## src/rtl/ps2_scancode_decoder_if.sv

```systemverilog
// Event stream from the scan-code decoder to its consumer: head entry plus valid/ready handshake.
interface ps2_scancode_decoder_if;
  logic       out_valid;
  logic       out_ready;
  logic [7:0] out_code;
  logic       out_ext;
  logic       out_release;

  modport master (output out_valid, output out_code, output out_ext, output out_release,
                  input  out_ready);
  modport slave  (input  out_valid, input  out_code, input  out_ext, input  out_release,
                  output out_ready);
endinterface

```

## src/rtl/ps2_scancode_decoder.sv

```systemverilog
// PS/2 scan-code decoder: synchronises byte-valid, folds E0/F0/E1 prefixes into events, buffers them in a FIFO.
// Latency: push two clk edges after ps2_valid is first captured; full FIFO without pop drops the event and sets overflow.
module ps2_scancode_decoder #(
  parameter int FIFO_DEPTH = 4
) (
  input  logic                  clk,
  input  logic                  areset,
  input  logic                  ps2_valid,
  input  logic [7:0]            ps2_data,
  ps2_scancode_decoder_if.master evt,
  output logic                  overflow,
  input  logic                  ovf_clr
);
  localparam int AW = $clog2(FIFO_DEPTH);
  localparam logic [AW:0] FULL_CNT = (AW+1)'(FIFO_DEPTH);

  typedef enum logic [2:0] {IDLE, GOT_E0, GOT_F0, GOT_E0F0, PAUSE_SKIP} state_t;
  typedef struct packed {
    logic [7:0] code;
    logic       ext;
    logic       rel;
  } evt_t;

  state_t      state_q, state_d;
  logic [2:0]  skip_q, skip_d;
  logic        sync1_q, sync2_q, edge_q;
  logic        byte_stb;
  logic        push;
  evt_t        push_evt;

  evt_t        mem_q [FIFO_DEPTH];
  logic [AW-1:0] wr_ptr_q, rd_ptr_q;
  logic [AW:0] cnt_q;
  logic        ovf_q;
  logic        full, pop, push_ok;
  evt_t        head;

  always_ff @(posedge clk or posedge areset) begin
    if (areset) begin
      sync1_q <= 1'b0;
      sync2_q <= 1'b0;
      edge_q  <= 1'b0;
    end else begin
      sync1_q <= ps2_valid;
      sync2_q <= sync1_q;
      edge_q  <= sync2_q;
    end
  end

  assign byte_stb = sync2_q & ~edge_q;

  function automatic logic is_filtered(input logic [7:0] b);
    return (b == 8'h00) || (b == 8'hAA) || (b == 8'hEE) ||
           (b == 8'hFA) || (b == 8'hFE) || (b == 8'hFF);
  endfunction

  always_ff @(posedge clk or posedge areset) begin
    if (areset) begin
      state_q <= IDLE;
      skip_q  <= 3'd0;
    end else begin
      state_q <= state_d;
      skip_q  <= skip_d;
    end
  end

  // Pause sequences and filtered bytes override whatever prefix is pending.
  always_comb begin
    state_d  = state_q;
    skip_d   = skip_q;
    push     = 1'b0;
    push_evt = '{code: ps2_data, ext: 1'b0, rel: 1'b0};
    if (byte_stb) begin
      if (state_q == PAUSE_SKIP) begin
        skip_d = skip_q - 3'd1;
        if (skip_q == 3'd1) begin
          push          = 1'b1;
          push_evt.code = 8'hE1;
          state_d       = IDLE;
        end
      end else if (ps2_data == 8'hE1) begin
        state_d = PAUSE_SKIP;
        skip_d  = 3'd7;
      end else if (is_filtered(ps2_data)) begin
        state_d = IDLE;
      end else begin
        case (state_q)
          IDLE: begin
            if (ps2_data == 8'hF0)      state_d = GOT_F0;
            else if (ps2_data == 8'hE0) state_d = GOT_E0;
            else                        push = 1'b1;
          end
          GOT_E0: begin
            if (ps2_data == 8'hF0)      state_d = GOT_E0F0;
            else if (ps2_data != 8'hE0) begin
              push         = 1'b1;
              push_evt.ext = 1'b1;
              state_d      = IDLE;
            end
          end
          GOT_F0: begin
            if (ps2_data != 8'hF0) begin
              push         = 1'b1;
              push_evt.rel = 1'b1;
              state_d      = IDLE;
            end
          end
          GOT_E0F0: begin
            if (ps2_data != 8'hF0) begin
              push         = 1'b1;
              push_evt.ext = 1'b1;
              push_evt.rel = 1'b1;
              state_d      = IDLE;
            end
          end
          default: state_d = IDLE;
        endcase
      end
    end
  end

  assign full    = (cnt_q == FULL_CNT);
  assign pop     = evt.out_valid & evt.out_ready;
  assign push_ok = push & (~full | pop);

  always_ff @(posedge clk) begin
    if (push_ok) mem_q[wr_ptr_q] <= push_evt;
  end

  always_ff @(posedge clk or posedge areset) begin
    if (areset) begin
      wr_ptr_q <= '0;
      rd_ptr_q <= '0;
      cnt_q    <= '0;
      ovf_q    <= 1'b0;
    end else begin
      if (push_ok) wr_ptr_q <= wr_ptr_q + AW'(1);
      if (pop)     rd_ptr_q <= rd_ptr_q + AW'(1);
      case ({push_ok, pop})
        2'b10:   cnt_q <= cnt_q + (AW+1)'(1);
        2'b01:   cnt_q <= cnt_q - (AW+1)'(1);
        default: cnt_q <= cnt_q;
      endcase
      // Set wins over a simultaneous clear.
      if (push & full & ~pop) ovf_q <= 1'b1;
      else if (ovf_clr)       ovf_q <= 1'b0;
    end
  end

  assign head            = mem_q[rd_ptr_q];
  assign evt.out_valid   = (cnt_q != '0);
  assign evt.out_code    = evt.out_valid ? head.code : 8'h00;
  assign evt.out_ext     = evt.out_valid & head.ext;
  assign evt.out_release = evt.out_valid & head.rel;
  assign overflow        = ovf_q;
endmodule

```

## src/flat_wrapper.sv

```systemverilog
// flat-port wrapper written by rule: the top's interface ports become plain ports
module ps2_scancode_decoder_flat 
#(
  parameter int FIFO_DEPTH = 4
)
  (clk, areset, ps2_valid, ps2_data, overflow, ovf_clr, evt_out_valid, evt_out_code, evt_out_ext, evt_out_release, evt_out_ready);
  ps2_scancode_decoder_if evt_i ();
  input  logic clk;
  input  logic areset;
  input  logic ps2_valid;
  input  logic [7:0] ps2_data;
  output logic overflow;
  input  logic ovf_clr;
  output wire logic [$bits(evt_i.out_valid)-1:0] evt_out_valid;
  output wire logic [$bits(evt_i.out_code)-1:0] evt_out_code;
  output wire logic [$bits(evt_i.out_ext)-1:0] evt_out_ext;
  output wire logic [$bits(evt_i.out_release)-1:0] evt_out_release;
  input wire logic [$bits(evt_i.out_ready)-1:0] evt_out_ready;
  assign evt_out_valid = evt_i.out_valid;
  assign evt_out_code = evt_i.out_code;
  assign evt_out_ext = evt_i.out_ext;
  assign evt_out_release = evt_i.out_release;
  assign evt_i.out_ready = evt_out_ready;
  ps2_scancode_decoder #(.FIFO_DEPTH(FIFO_DEPTH)) u_core (.clk(clk), .areset(areset), .ps2_valid(ps2_valid), .ps2_data(ps2_data), .evt(evt_i), .overflow(overflow), .ovf_clr(ovf_clr));
endmodule
```

## config.mk

```make
export PLATFORM = sky130hd
export DESIGN_NAME = ps2_scancode_decoder_flat
export DESIGN_NICKNAME = d
export VERILOG_FILES = /design/src/rtl/ps2_scancode_decoder_if.sv /design/src/rtl/ps2_scancode_decoder.sv /design/src/flat_wrapper.sv
export SDC_FILE = /design/constraint.sdc
export NUM_CORES = 1
export LEC_CHECK = 0
export BUFFER_PORTS_ARGS = -buffer_cell sky130_fd_sc_hd__buf_2
export CORE_UTILIZATION = 45
export DETAILED_ROUTE_END_ITERATION = 6
export SETUP_SLACK_MARGIN = 0.2
export SLEW_MARGIN = 0
export SYNTH_ARGS = -nofsm -noshare
export SYNTH_HDL_FRONTEND = slang
export SYNTH_SLANG_ARGS = --single-unit
```

## constraint.sdc

```tcl
create_clock -name clk -period 4.3 [get_ports clk]
set_input_delay 0.43 -clock clk [delete_from_list [all_inputs] [get_ports clk]]
set_output_delay 0.43 -clock clk [all_outputs]
set_load 0.05 [all_outputs]
```

==> results of run 1 <==
## worst min path at each step
stage / endpoint / depth (start not counted) / startpoint
2_1_floorplan: u_core.sync2_q / 0 / u_core.sync1_q
3_3_place_gp: u_core.sync2_q / 0 / u_core.sync1_q
3_5_place_dp: u_core.sync2_q / 0 / u_core.sync1_q
4_1_cts: u_core.sync1_q / 1 / ps2_valid
5_1_grt: u_core.sync1_q / 1 / ps2_valid
6_report: u_core.skip_q[0] / 2 / areset
## stage by stage
step | worst slack (ns) | hold slack (ns) | instances | util (%)
2_1_floorplan | 1.73 | 0.331 | 170 | -
3_3_place_gp | 1.54 | 0.346 | 260 | 50.1
3_5_place_dp | 1.44 | 0.336 | 260 | 50.1
4_1_cts | 1.70 | 0.202 | 276 | 53.9
5_1_grt | 1.56 | 0.202 | 276 | 53.9
6_report | 1.75 | 0.180 | 276 | 53.9
## power breakdown
group	total (mW)	internal (mW)	switching (mW)
sequential	0.758	0.669	0.0891
combinational	0.663	0.245	0.418
clock	0.529	0.323	0.206
## sequential cells by signal (all words and copies together), names as in the netlist
register,flops
u_core.sync1_q,1
u_core.rd_ptr_q,2
u_core.cnt_q,3
u_core.skip_q,3
u_core.overflow,1
u_core.state_q,3
u_core.mem_q,40
u_core.wr_ptr_q,2
u_core.sync2_q,1
u_core.edge_q,1
## routing by layer
metal,global-route usage (%),share of wire [%],up-vias
met4,9.62,1.7,0
li1,-,-,692
met2,30.8,52,41
met3,3.18,4.3,8
met5,0,0,-
met1,20.7,42,712
## logic make-up after synthesis
group | Yosys count
AND/OR/NAND/NOR | 51
multiplexers | 13
buffers and inverters | 17
XOR/XNOR | 7
flip-flops | 57
adder cells (fa/ha/maj) | 8
AO/OA/AOI/OAI | 17
## worst max-delay path, stage by stage, from the launching register on
cell and delay [ns]:
sky130_fd_sc_hd__dfrtp_1 0.82, sky130_fd_sc_hd__mux4_2 0.58, sky130_fd_sc_hd__and2_1 0.18, sky130_fd_sc_hd__buf_2 0.21
## layout by cell type (no fill, tap or decap), types with 3 or more instances in the layout
master	instances
sky130_fd_sc_hd__edfxtp_1	40
sky130_fd_sc_hd__nand3_1	4
sky130_fd_sc_hd__inv_1	11
sky130_fd_sc_hd__ha_1	7
sky130_fd_sc_hd__xnor2_1	4
sky130_fd_sc_hd__mux4_2	10
sky130_fd_sc_hd__xor2_1	3
sky130_fd_sc_hd__clkbuf_8	9
sky130_fd_sc_hd__dfrtp_1	17
sky130_fd_sc_hd__buf_2	24
sky130_fd_sc_hd__o21ai_0	4
sky130_fd_sc_hd__nand2b_1	5
sky130_fd_sc_hd__nand2_1	5
sky130_fd_sc_hd__and2_1	20
## final cells by class
type,count,area [um2]
inverter,11,41.3
sequential,57,1630
clock inverter,6,82.6
multi-input combinational,96,880
timing repair buffer,24,120
tap,72,90.1
fill,463,2540
clock buffer,10,128
==> results.md, run 1 <==
* Number of cell instances on the worst register-to-register path at 11
* Area share of fa/ha/maj cells after synthesis at about 4.2%
* Final hold viol count at 0
* Number of DRC markers in iteration 0 at 45
* Mapped Nets at between 150 and 200
* Number of pins exceeding their max-slew limit in the final report at 0
* Final ANT Viol Nets at 0
* Fraction of synthesis flops using an asynchronous set or reset pin at between 20% and 30%
* Endpoint of the worst register-to-register path: u_core.cnt_q[2]
* Largest family of logic cells by synthesized area: simple AND/OR/NAND/NOR gates
* Total clock sinks at 57
* Global-route wire length before repair at just under 8000 um
* Number of buffers added by the clock tree synthesis step at 9
* Fraction of synthesized area in multiplexers at just over 10%
* Worst setup slack for register-to-register paths at ~1.8 ns
* Area growth syn-to-layout at 15.4%
* Most frequent cell after synthesis: sky130_fd_sc_hd__edfxtp_1
* Unrepaired setup endpoints after global routing: no
* Final period utilization at about three fifths
* CTS clk-pin slew, worst paths at around 0.060 ns
* Fraction of the mapped netlist area in simple logic gates at 12.2%
* Largest net degree at the start of global routing at 18
* Termination of the worst setup path: evt_out_release
* Setup tns final at 0 ns
* Crit end category: primary output
* Slew margin rel. at slightly above 50%
* Critical R2R Launch: u_core.sync2_q
* Post-synthesis cell type count at between 40 and 50
* Power per unit of standard cell area at 657 nW/um2
* Kind of critical path: flop to primary output
* Die Width at ~78 um
* Wirelength, routed at about 4600 um
* Core region area at roughly 5500 um2
* Tot Pwr at around 2 mW
* Dominant cells by area after synthesis: sky130_fd_sc_hd__edfxtp_1 (47%), sky130_fd_sc_hd__dfrtp_1 (17%), sky130_fd_sc_hd__mux4_2 (8.8%), sky130_fd_sc_hd__and2_1 (4.9%), sky130_fd_sc_hd__ha_1 (3.4%)
* Crit path arrival time at roughly 2.1 ns
* Min-Delay Path Class: primary input to async pin
* Worst IR Drop VDD at ~0.34 mV
* Complex-gate fraction of the synthesized area at roughly 5.3%
* Clock tree from TritonCTS: yes
* Synthesized-area fraction occupied by xor and xnor cells at between 2 and 2.5%
* Initial Util at roughly 47%
* Die area at 6020 um2
* Result of the run: finished clean
* Critical path data required time at 3.87 ns
* Top Ports at 25
* Portion of synthesized cell area occupied by the leading cell type at roughly 47%
* Insertion delay to the later sink of the worst-skew pair at ~0.32 ns
* Number of maximum-capacitance constraint violations at 0
* Row cnt at 27
* Final HPWL from detailed placement at 3090 um
* Shortest clock period the worst path allows after layout at around 2.5 ns
* Most common library cells after synthesis: sky130_fd_sc_hd__edfxtp_1 (40), sky130_fd_sc_hd__and2_1 (20), sky130_fd_sc_hd__dfrtp_1 (17)
* Worst-path maximum fanout at 12
* Clock buffer depth at 2
* Cell at the root of the clock tree: sky130_fd_sc_hd__clkbuf_8
* Ant diodes at 0
* Routed vias/inst at ~5.3
* Via count of the first global-routing pass at approximately 1500
* Fin Clk Skew at between 0.005 and 0.006 ns
* Number of buffer cells added on primary ports at 24
* Dominant register cell in the synthesized netlist: sky130_fd_sc_hd__edfxtp_1
* CTS H-tree lvls at 3
* Leakage dissipation at ~1.1 nW
* Placement-stage cell area at about 2800 um2
* Number of gates resized after CTS at 0
* Vertical extent of the die at a little under 80 um
* Post-synthesis area per instance at 15.1 um2
* First element of the critical path: u_core.rd_ptr_q[0]
* Global placer's final weighted congestion at about 0.87
* Fin area at between 2000 and 3000 um2
* Ratio of cells with drive above 1 in the final layout at roughly a quarter
* Transition at the pin with the smallest max-transition slack at ~0.74 ns
* Max Freq at ~400 MHz
* Seq/Total Area, Yosys at 63.2%
* TritonRoute pass-1 iters at 4
* Cell count after synthesis at 170
* Final setup viols at 0
* Post-synthesis register bit count at between 50 and 60
* Final net count at between 200 and 250
* Cell type with the highest aggregate area in the netlist: sky130_fd_sc_hd__edfxtp_1
* Number of setup buffers added after CTS at 0
* Remaining Overflow, GRT at 0
* Synthesis Warnings at 0
* Launching element type of the critical path: flop
* Number of DRC violations after detailed routing at 0
* Number of flops mapped to enable cells by yosys at 40
* Area of the mapped netlist at 2570 um2
* Number of hold-repair buffers added at the cts stage at 0
* Via count at between 1000 and 1500
* All-layer global routing usage at 17.7%
* Initial antenna violation count at 0
* Drt wl/cell at 16.6 um
No activity file was read; power rests on OpenSTA's default activity.
==> run 2, diff against run 1 <==
--- a/config.mk
+++ b/config.mk
@@ -8,6 +8,7 @@
 export BUFFER_PORTS_ARGS = -buffer_cell sky130_fd_sc_hd__buf_2
 export CORE_UTILIZATION = 45
 export DETAILED_ROUTE_END_ITERATION = 6
+export PLACE_DENSITY = 0.66
 export SETUP_SLACK_MARGIN = 0.2
 export SLEW_MARGIN = 0
 export SYNTH_ARGS = -nofsm -noshare
==> constraint.sdc (replaced) <==
create_clock -name clk -period 2.2 [get_ports clk]
set_input_delay 0.22 -clock clk [delete_from_list [all_inputs] [get_ports clk]]
set_output_delay 0.22 -clock clk [all_outputs]
set_load 0.05 [all_outputs]
==> results.md, run 2 (synthesis results as in run 1) <==
* Most frequent standard cell in the layout excluding fill and tap cells: sky130_fd_sc_hd__edfxtp_1
* Top Ports at 25 (unchanged)
* Crit end category: flop
* Global placer's final weighted congestion at 0.859 (-1.5%)
* Leakage dissipation at 1.32 nW (+15%)
* Fillers at 424 (-8.4%)
* Worst-path maximum fanout at 2 (-10)
* Kind of critical path: flop to flop
* Remaining Overflow, GRT at 0 (unchanged)
* Final hold viol count at 0 (unchanged)
* Post-placement worst setup slack at -0.203 ns (-1.64 ns)
* Critical path data required time at 2.44 ns (-1.43 ns)
* Max reg flops at 40 (unchanged)
* Slew margin rel. at 56.8% (+6.0 points)
* Power per unit of standard cell area at 1290 nW/um2 (+97%)
* Top register by number of flip-flops: u_core.mem_q
* Final period utilization at slightly below 100%
* Final-layout worst hold slack at 0.0982 ns (-0.0813 ns)
* Die area at 6020 um2 (unchanged)
* Final ANT Viol Nets at 0 (unchanged)
* Initial Util at 46.7% (unchanged)
* Min-Delay Path Class: primary input to flop
* Number of non-filler instances in the completed layout at 302 (+9.4%)
* Ratio of cells with drive above 1 in the final layout at 40.9% (+15 points)
* Area of combinational cells with multiple inputs at 936 um2 (+6.4%)
* Crit path arrival time at 2.41 ns (+0.29 ns)
* Final net count at 246 (+12%)
* Die Width at 77.6 um (unchanged)
* Hold Path Origin: ovf_clr
* Number of maximum-capacitance constraint violations at 0 (unchanged)
* Drt wl/cell at 16.0 um (-3.8%)
* Shortest clock period the worst path allows after layout at roughly 2.2 ns
* Post-route setup slack at 0.0323 ns (-1.72 ns)
* CTS H-tree lvls at 3 (unchanged)
* Worst IR Drop VDD at 0.767 mV (+130%)
* Final setup viols at 0 (unchanged)
* Unrepaired setup endpoints after global routing: yes
* Critical R2R Launch: u_core.state_q[1]
* Total placed cells including tap cells at 279 (+7.3%)
* Initial antenna violation count at 0 (unchanged)
* CTS clk-pin slew, worst paths at 0.06 ns (about the same)
* Fin Clk Skew at 0.00591 ns (+0.000544 ns)
* Routed vias/inst at 5.15 (-2.2%)
* Largest net degree at the start of global routing at 18 (unchanged)
* Vertical extent of the die at 77.6 um (unchanged)
* First element of the critical path: u_core.state_q[1]
* Number of pins exceeding their max-slew limit in the final report at 0 (unchanged)
* Global-route wire length before repair at 8080 um (+4.5%)
* Launching element type of the critical path: flop
* Row cnt at 27 (unchanged)
* Most used cells in the layout excluding fill and tap cells: sky130_fd_sc_hd__edfxtp_1 (40), sky130_fd_sc_hd__buf_4 (32), sky130_fd_sc_hd__dfrtp_1 (16)
* Clock buffer depth at 2 (unchanged)
* Number of DRC markers in iteration 0 at 86 (+91%)
* TritonRoute pass-1 iters at 4 (unchanged)
* Area growth syn-to-layout at 28.8%
* Number of DRC violations after detailed routing at 0 (unchanged)
* Number of buffers added by the clock tree synthesis step at 9 (unchanged)
* Via count of the first global-routing pass at 1667 (+8.5%)
* All-layer global routing usage at 18.2% (+0.45 points)
* Via count at 1555 (+7.0%)
* Number of buffer cells added on primary ports at 24 (unchanged)
* Ant diodes at 0 (unchanged)
* Area taken by flip-flops and latches at 1630 um2 (about the same)
* Final HPWL from detailed placement at 3430 um (+11%)
* Insertion delay to the later sink of the worst-skew pair at 0.32 ns (about the same)
* Fraction of the core area covered by cells at the end of the flow at 60.2% (+6.3 points)
* Clock tree from TritonCTS: yes
* Result of the run: finished clean
* Total clock sinks at 57 (unchanged)
* Max Freq at 461 MHz
* Wirelength, routed at 4840 um (+5.2%)
* Cell at the root of the clock tree: sky130_fd_sc_hd__clkbuf_8
* Transition at the pin with the smallest max-transition slack at 0.648 ns (-0.0909 ns)
* Core region area at 5510 um2 (unchanged)
run 2: cell types whose count changed in the layout (fill, tap and decap cells not counted), sizes merged:
cell	before	now
dlygate4sd3	0	2
bufinv	2	4
buf	24	48
clkinv	4	2
run 2: routing by layer:
layer	vias to the layer above	GRT usage (%)	share of wire [%]
li1	745	-	-
met1	789	22.1	43
met2	17	30.9	54
met3	4	3.65	1.9
met4	0	8.87	0.85
met5	-	0	0
run 2: stage by stage:
stage / total power [mW] / setup TNS [ns] / area (um2)
after detailed placement: 2.91 / -3.43 / 2920
after global placement: 2.85 / -0.768 / 2920
after floorplan: 2.54 / -0.0650 / 2590
after global routing: 4.48 / -0.0209 / 3310
after CTS: 4.26 / 0 / 3270
final: 4.29 / 0 / 3310
run 2: what timing repair did:
action / CTS / global route
endpoints found under the hold margin: 18 / 0
setup buffers: 3 / 2
setup endpoints to repair: 52 / 32
hold buffers: 2 / 0
gates resized for setup: 19 / 20
pin swaps: 5 / 7
run 2: final timing paths:
| path | slack (ns) | depth (start not counted) | end |
|---|---|---|---|
| max in group asynchronous | 1.21 | 3 | u_core.rd_ptr_q[1] |
| setup reg to reg | 0.03 | 11 | u_core.cnt_q[2] |
| min in group asynchronous | 0.53 | 3 | u_core.cnt_q[0] |
| hold reg to reg | 0.36 | 0 | u_core.sync2_q |
| setup / recovery | 0.03 | 11 | u_core.cnt_q[2] |
| hold / removal | 0.1 | 2 | u_core.overflow |
run 2: critical path: stages (launching register included):
cell                      delay, ns
sky130_fd_sc_hd__dfrtp_1       0.38
sky130_fd_sc_hd__nor3b_1       0.14
sky130_fd_sc_hd__a21o_1        0.15
sky130_fd_sc_hd__o211a_1       0.25
sky130_fd_sc_hd__o21a_4        0.20
sky130_fd_sc_hd__inv_2         0.06
sky130_fd_sc_hd__ha_4          0.13
sky130_fd_sc_hd__inv_2         0.03
sky130_fd_sc_hd__fa_2          0.32
sky130_fd_sc_hd__xor2_1        0.15
sky130_fd_sc_hd__nor2_1        0.12
sky130_fd_sc_hd__xor2_1        0.15
run 2: final cells by class:
| type | instances | share of cell area, % |
|---|---|---|
| Timing Repair Buffer | 50 | 10.9 |
| Multi-Input combinational cell | 96 | 28.2 |
| Clock inverter | 6 | 3.93 |
| Sequential cell | 57 | 49.1 |
| Tap cell | 72 | 2.72 |
| Clock buffer | 10 | 3.85 |
| Inverter | 11 | 1.25 |
run 2: power by group:
group / internal, mW / switching, mW
registers: 1.31 / 0.115
clock network: 0.864 / 0.393
logic: 0.687 / 0.920
==> run 3, diff against run 2 <==
--- a/config.mk
+++ b/config.mk
@@ -7,6 +7,7 @@
 export LEC_CHECK = 0
 export BUFFER_PORTS_ARGS = -buffer_cell sky130_fd_sc_hd__buf_2
 export CORE_UTILIZATION = 45
+export CTS_BUF_LIST = sky130_fd_sc_hd__clkbuf_4
 export DETAILED_ROUTE_END_ITERATION = 6
 export PLACE_DENSITY = 0.66
 export SETUP_SLACK_MARGIN = 0.2
==> results.md, run 3 (synthesis results as in run 1) <==
* Top register by number of flip-flops: u_core.mem_q
* Cell breakdown of the critical path: nor3b_1 -> a21o_1 -> o211a_1 -> o21a_4 -> inv_2 -> ha_4 -> inv_2 -> fa_2 -> xor2_1 -> nor2_1 -> xor2_1
* Critical path data required time at 2.50 ns (+0.06 ns)
* Final HPWL from detailed placement at 3430 um (unchanged)
* Routed vias/inst at 5.23 (+1.6%)
* Net Sw Power at 1.41 mW (-1.5%)
* Via count at 1575 (+1.3%)
* Slew margin rel. at 56.6% (-0.18 points)
* Sequential Power Share at 34.6% (+1.4 points)
* Fraction of power consumed by the clock network at 26.2% (-3.1 points)
* Largest net degree at the start of global routing at 18 (unchanged)
* Final ANT Viol Nets at 0 (unchanged)
* First element of the critical path: u_core.state_q[1]
* TritonRoute pass-1 iters at 4 (unchanged)
* Area of combinational cells with multiple inputs at 936 um2 (unchanged)
* Global-route wire length before repair at 8000 um (-0.93%)
* Transition at the pin with the smallest max-transition slack at 0.650 ns (+0.00267 ns)
* Total clock sinks at 57 (unchanged)
* Crit end category: flop
* Final setup viols at 0 (unchanged)
* Die area at 6020 um2 (unchanged)
* Ratio of cells with drive above 1 in the final layout at 41.0% (+0.18 points)
* CTS H-tree lvls at 3 (unchanged)
* Row cnt at 27 (unchanged)
* CTS clk-pin slew, worst paths at 0.09 ns (+0.03 ns)
* Max Freq at 461 MHz (about the same)
* Power per unit of standard cell area at 1260 nW/um2 (-2.6%)
* Top Ports at 25 (unchanged)
* Number of pins exceeding their max-slew limit in the final report at 0 (unchanged)
* Slowest CP cell: sky130_fd_sc_hd__dfrtp_1
* Slowest cell delay on critical path at 0.39 ns (about the same)
* Final hold viol count at 0 (unchanged)
* Launching element type of the critical path: flop
* Worst-path maximum fanout at 2 (unchanged)
* Area growth syn-to-layout at 26.7%
* Tot Pwr at 4.11 mW (-4.2%)
* Vertical extent of the die at 77.6 um (unchanged)
* Result of the run: finished clean
* Cell internal pwr at 2.70 mW (-5.6%)
* Min-Delay Path Class: primary input to flop
* Switching portion of total power at 34.2% (+0.95 points)
* Drt wl/cell at 16.0 um (-0.10%)
* Fillers at 435 (+2.6%)
* Clock buffer depth at 2 (unchanged)
* Via count of the first global-routing pass at 1649 (-1.1%)
* Number of buffers added by the clock tree synthesis step at 9 (unchanged)
* All-layer global routing usage at 18.0% (-0.18 points)
* Area taken by flip-flops and latches at 1630 um2 (unchanged)
* Number of DRC violations after detailed routing at 0 (unchanged)
* Number of maximum-capacitance constraint violations at 0 (unchanged)
* Cell at the root of the clock tree: sky130_fd_sc_hd__clkbuf_4
* Leakage dissipation at 1.30 nW (-1.7%)
* Number of buffer cells added on primary ports at 24 (unchanged)
* Ant diodes at 0 (unchanged)
* Placement-stage cell area at 2920 um2 (unchanged)
* Global placer's final weighted congestion at 0.859 (unchanged)
* Clock tree from TritonCTS: yes
* Initial Util at 46.7% (unchanged)
* Initial antenna violation count at 0 (unchanged)
* Wirelength, routed at 4820 um (-0.43%)
* Fin Clk Skew at 0.00870 ns (+0.00280 ns)
* Unrepaired setup endpoints after global routing: yes
* Critical R2R Launch: u_core.state_q[1]
* Remaining Overflow, GRT at 0 (unchanged)
* Number of DRC markers in iteration 0 at 97 (+13%)
* Crit path arrival time at 2.47 ns (+0.06 ns)
* Shortest clock period the worst path allows after layout at 2.17 ns (+0.000843 ns)
* Core region area at 5510 um2 (unchanged)
* Most frequent standard cell in the layout excluding fill and tap cells: sky130_fd_sc_hd__edfxtp_1
* Fin area at 3260 um2 (-1.7%)
* Category of cells accounting for the largest share of critical-path delay: compound AO/OA/AOI/OAI gates
* Hold Path Origin: ovf_clr
* Worst IR Drop VDD at 0.857 mV (+12%)
* Final net count at 245 (-0.41%)
* Die Width at 77.6 um (unchanged)
* Buffers and inverters on the worst path at 2 (unchanged)
* Insertion delay to the later sink of the worst-skew pair at 0.38 ns (+0.06 ns)
* Portion of total power attributed to combinational logic at 39.2% (+1.7 points)
* Max reg flops at 40 (unchanged)
* Final period utilization at 98.6% (about the same)
* Kind of critical path: flop to flop
* Most used cells in the layout excluding fill and tap cells: sky130_fd_sc_hd__edfxtp_1 (40), sky130_fd_sc_hd__buf_4 (30), sky130_fd_sc_hd__dfrtp_1 (16)
-- run 3: cell count changes in the layout (fill, tap and decap cells not counted) --
cell and delta:
sky130_fd_sc_hd__buf_6 +1, sky130_fd_sc_hd__clkbuf_1 -1, sky130_fd_sc_hd__clkbuf_8 -9, sky130_fd_sc_hd__clkbuf_4 +10, sky130_fd_sc_hd__buf_4 -2
-- run 3: power by group through the flow --
stage	logic (mW)	registers, mW	clock network [mW]
finish	1.61	1.42	1.07
global route	1.72	1.44	1.14
CTS	1.63	1.42	1.09
detailed placement	1.46	1.45	0
global placement	1.42	1.43	0
floorplan	1.15	1.40	0
-- run 3: through the flow --
step                      hold slack, ns  utilization [%]  setup TNS [ns]  setup WS [ns]  instances
after global routing              0.0138             59.2         -0.0290        -0.0290        301
after CTS                         0.0186             58.8               0        0.00205        300
after floorplan                    0.146                -         -0.0650        -0.0650        170
after detailed placement           0.333             53.0           -3.43         -0.203        279
after global placement             0.320             53.0          -0.768         -0.153        279
final                             0.0351             59.2               0         0.0314        301
-- run 3: worst reg2reg max path: cells and delay by family (launching register included) --
| family | cells | cell delay [ns] |
|---|---|---|
| xor gates and xnor gates | 2 | 0.30 |
| adders and majority gates | 2 | 0.45 |
| buffers and inverters | 2 | 0.09 |
| AOI/OAI and AO/OA | 3 | 0.60 |
| and+or+nand+nor | 2 | 0.26 |
| DFF | 1 | 0.39 |
-- run 3: worst paths after layout --
path / end / slack [ns] / cells after the start
max: u_core.cnt_q[2] / 0.03 / 11
min: u_core.overflow / 0.04 / 2
max reg2reg: u_core.cnt_q[2] / 0.03 / 11
min reg2reg: u_core.sync2_q / 0.36 / 0
max in group asynchronous: u_core.rd_ptr_q[1] / 1.28 / 3
min in group asynchronous: u_core.cnt_q[0] / 0.47 / 3
-- run 3: area by class of cell --
class	count	share of cell area, %
flip-flops and latches	57	50.0
clock inverters	6	3.99
repair buffers	49	11.0
clock buffers	10	2.30
well taps	72	2.76
multi-input cells	96	28.7
inverters	11	1.27
-- run 3: timing repair --
action	in CTS	in global routing
hold endpoints to repair	18	0
hold buffers	2	0
gates resized for setup	28	4
buffers inserted	3	1
setup endpoints to repair	52	32
pin swaps	5	7
-- run 3: routing by layer --
layer / track usage (%) / part of all wire (%) / up-vias
met3: 3.65 / 2.0 / 7
met5: 0 / 0 / -
met4: 8.30 / 1.3 / 0
met1: 22.1 / 43 / 808
met2: 30.5 / 54 / 18
li1: - / - / 742
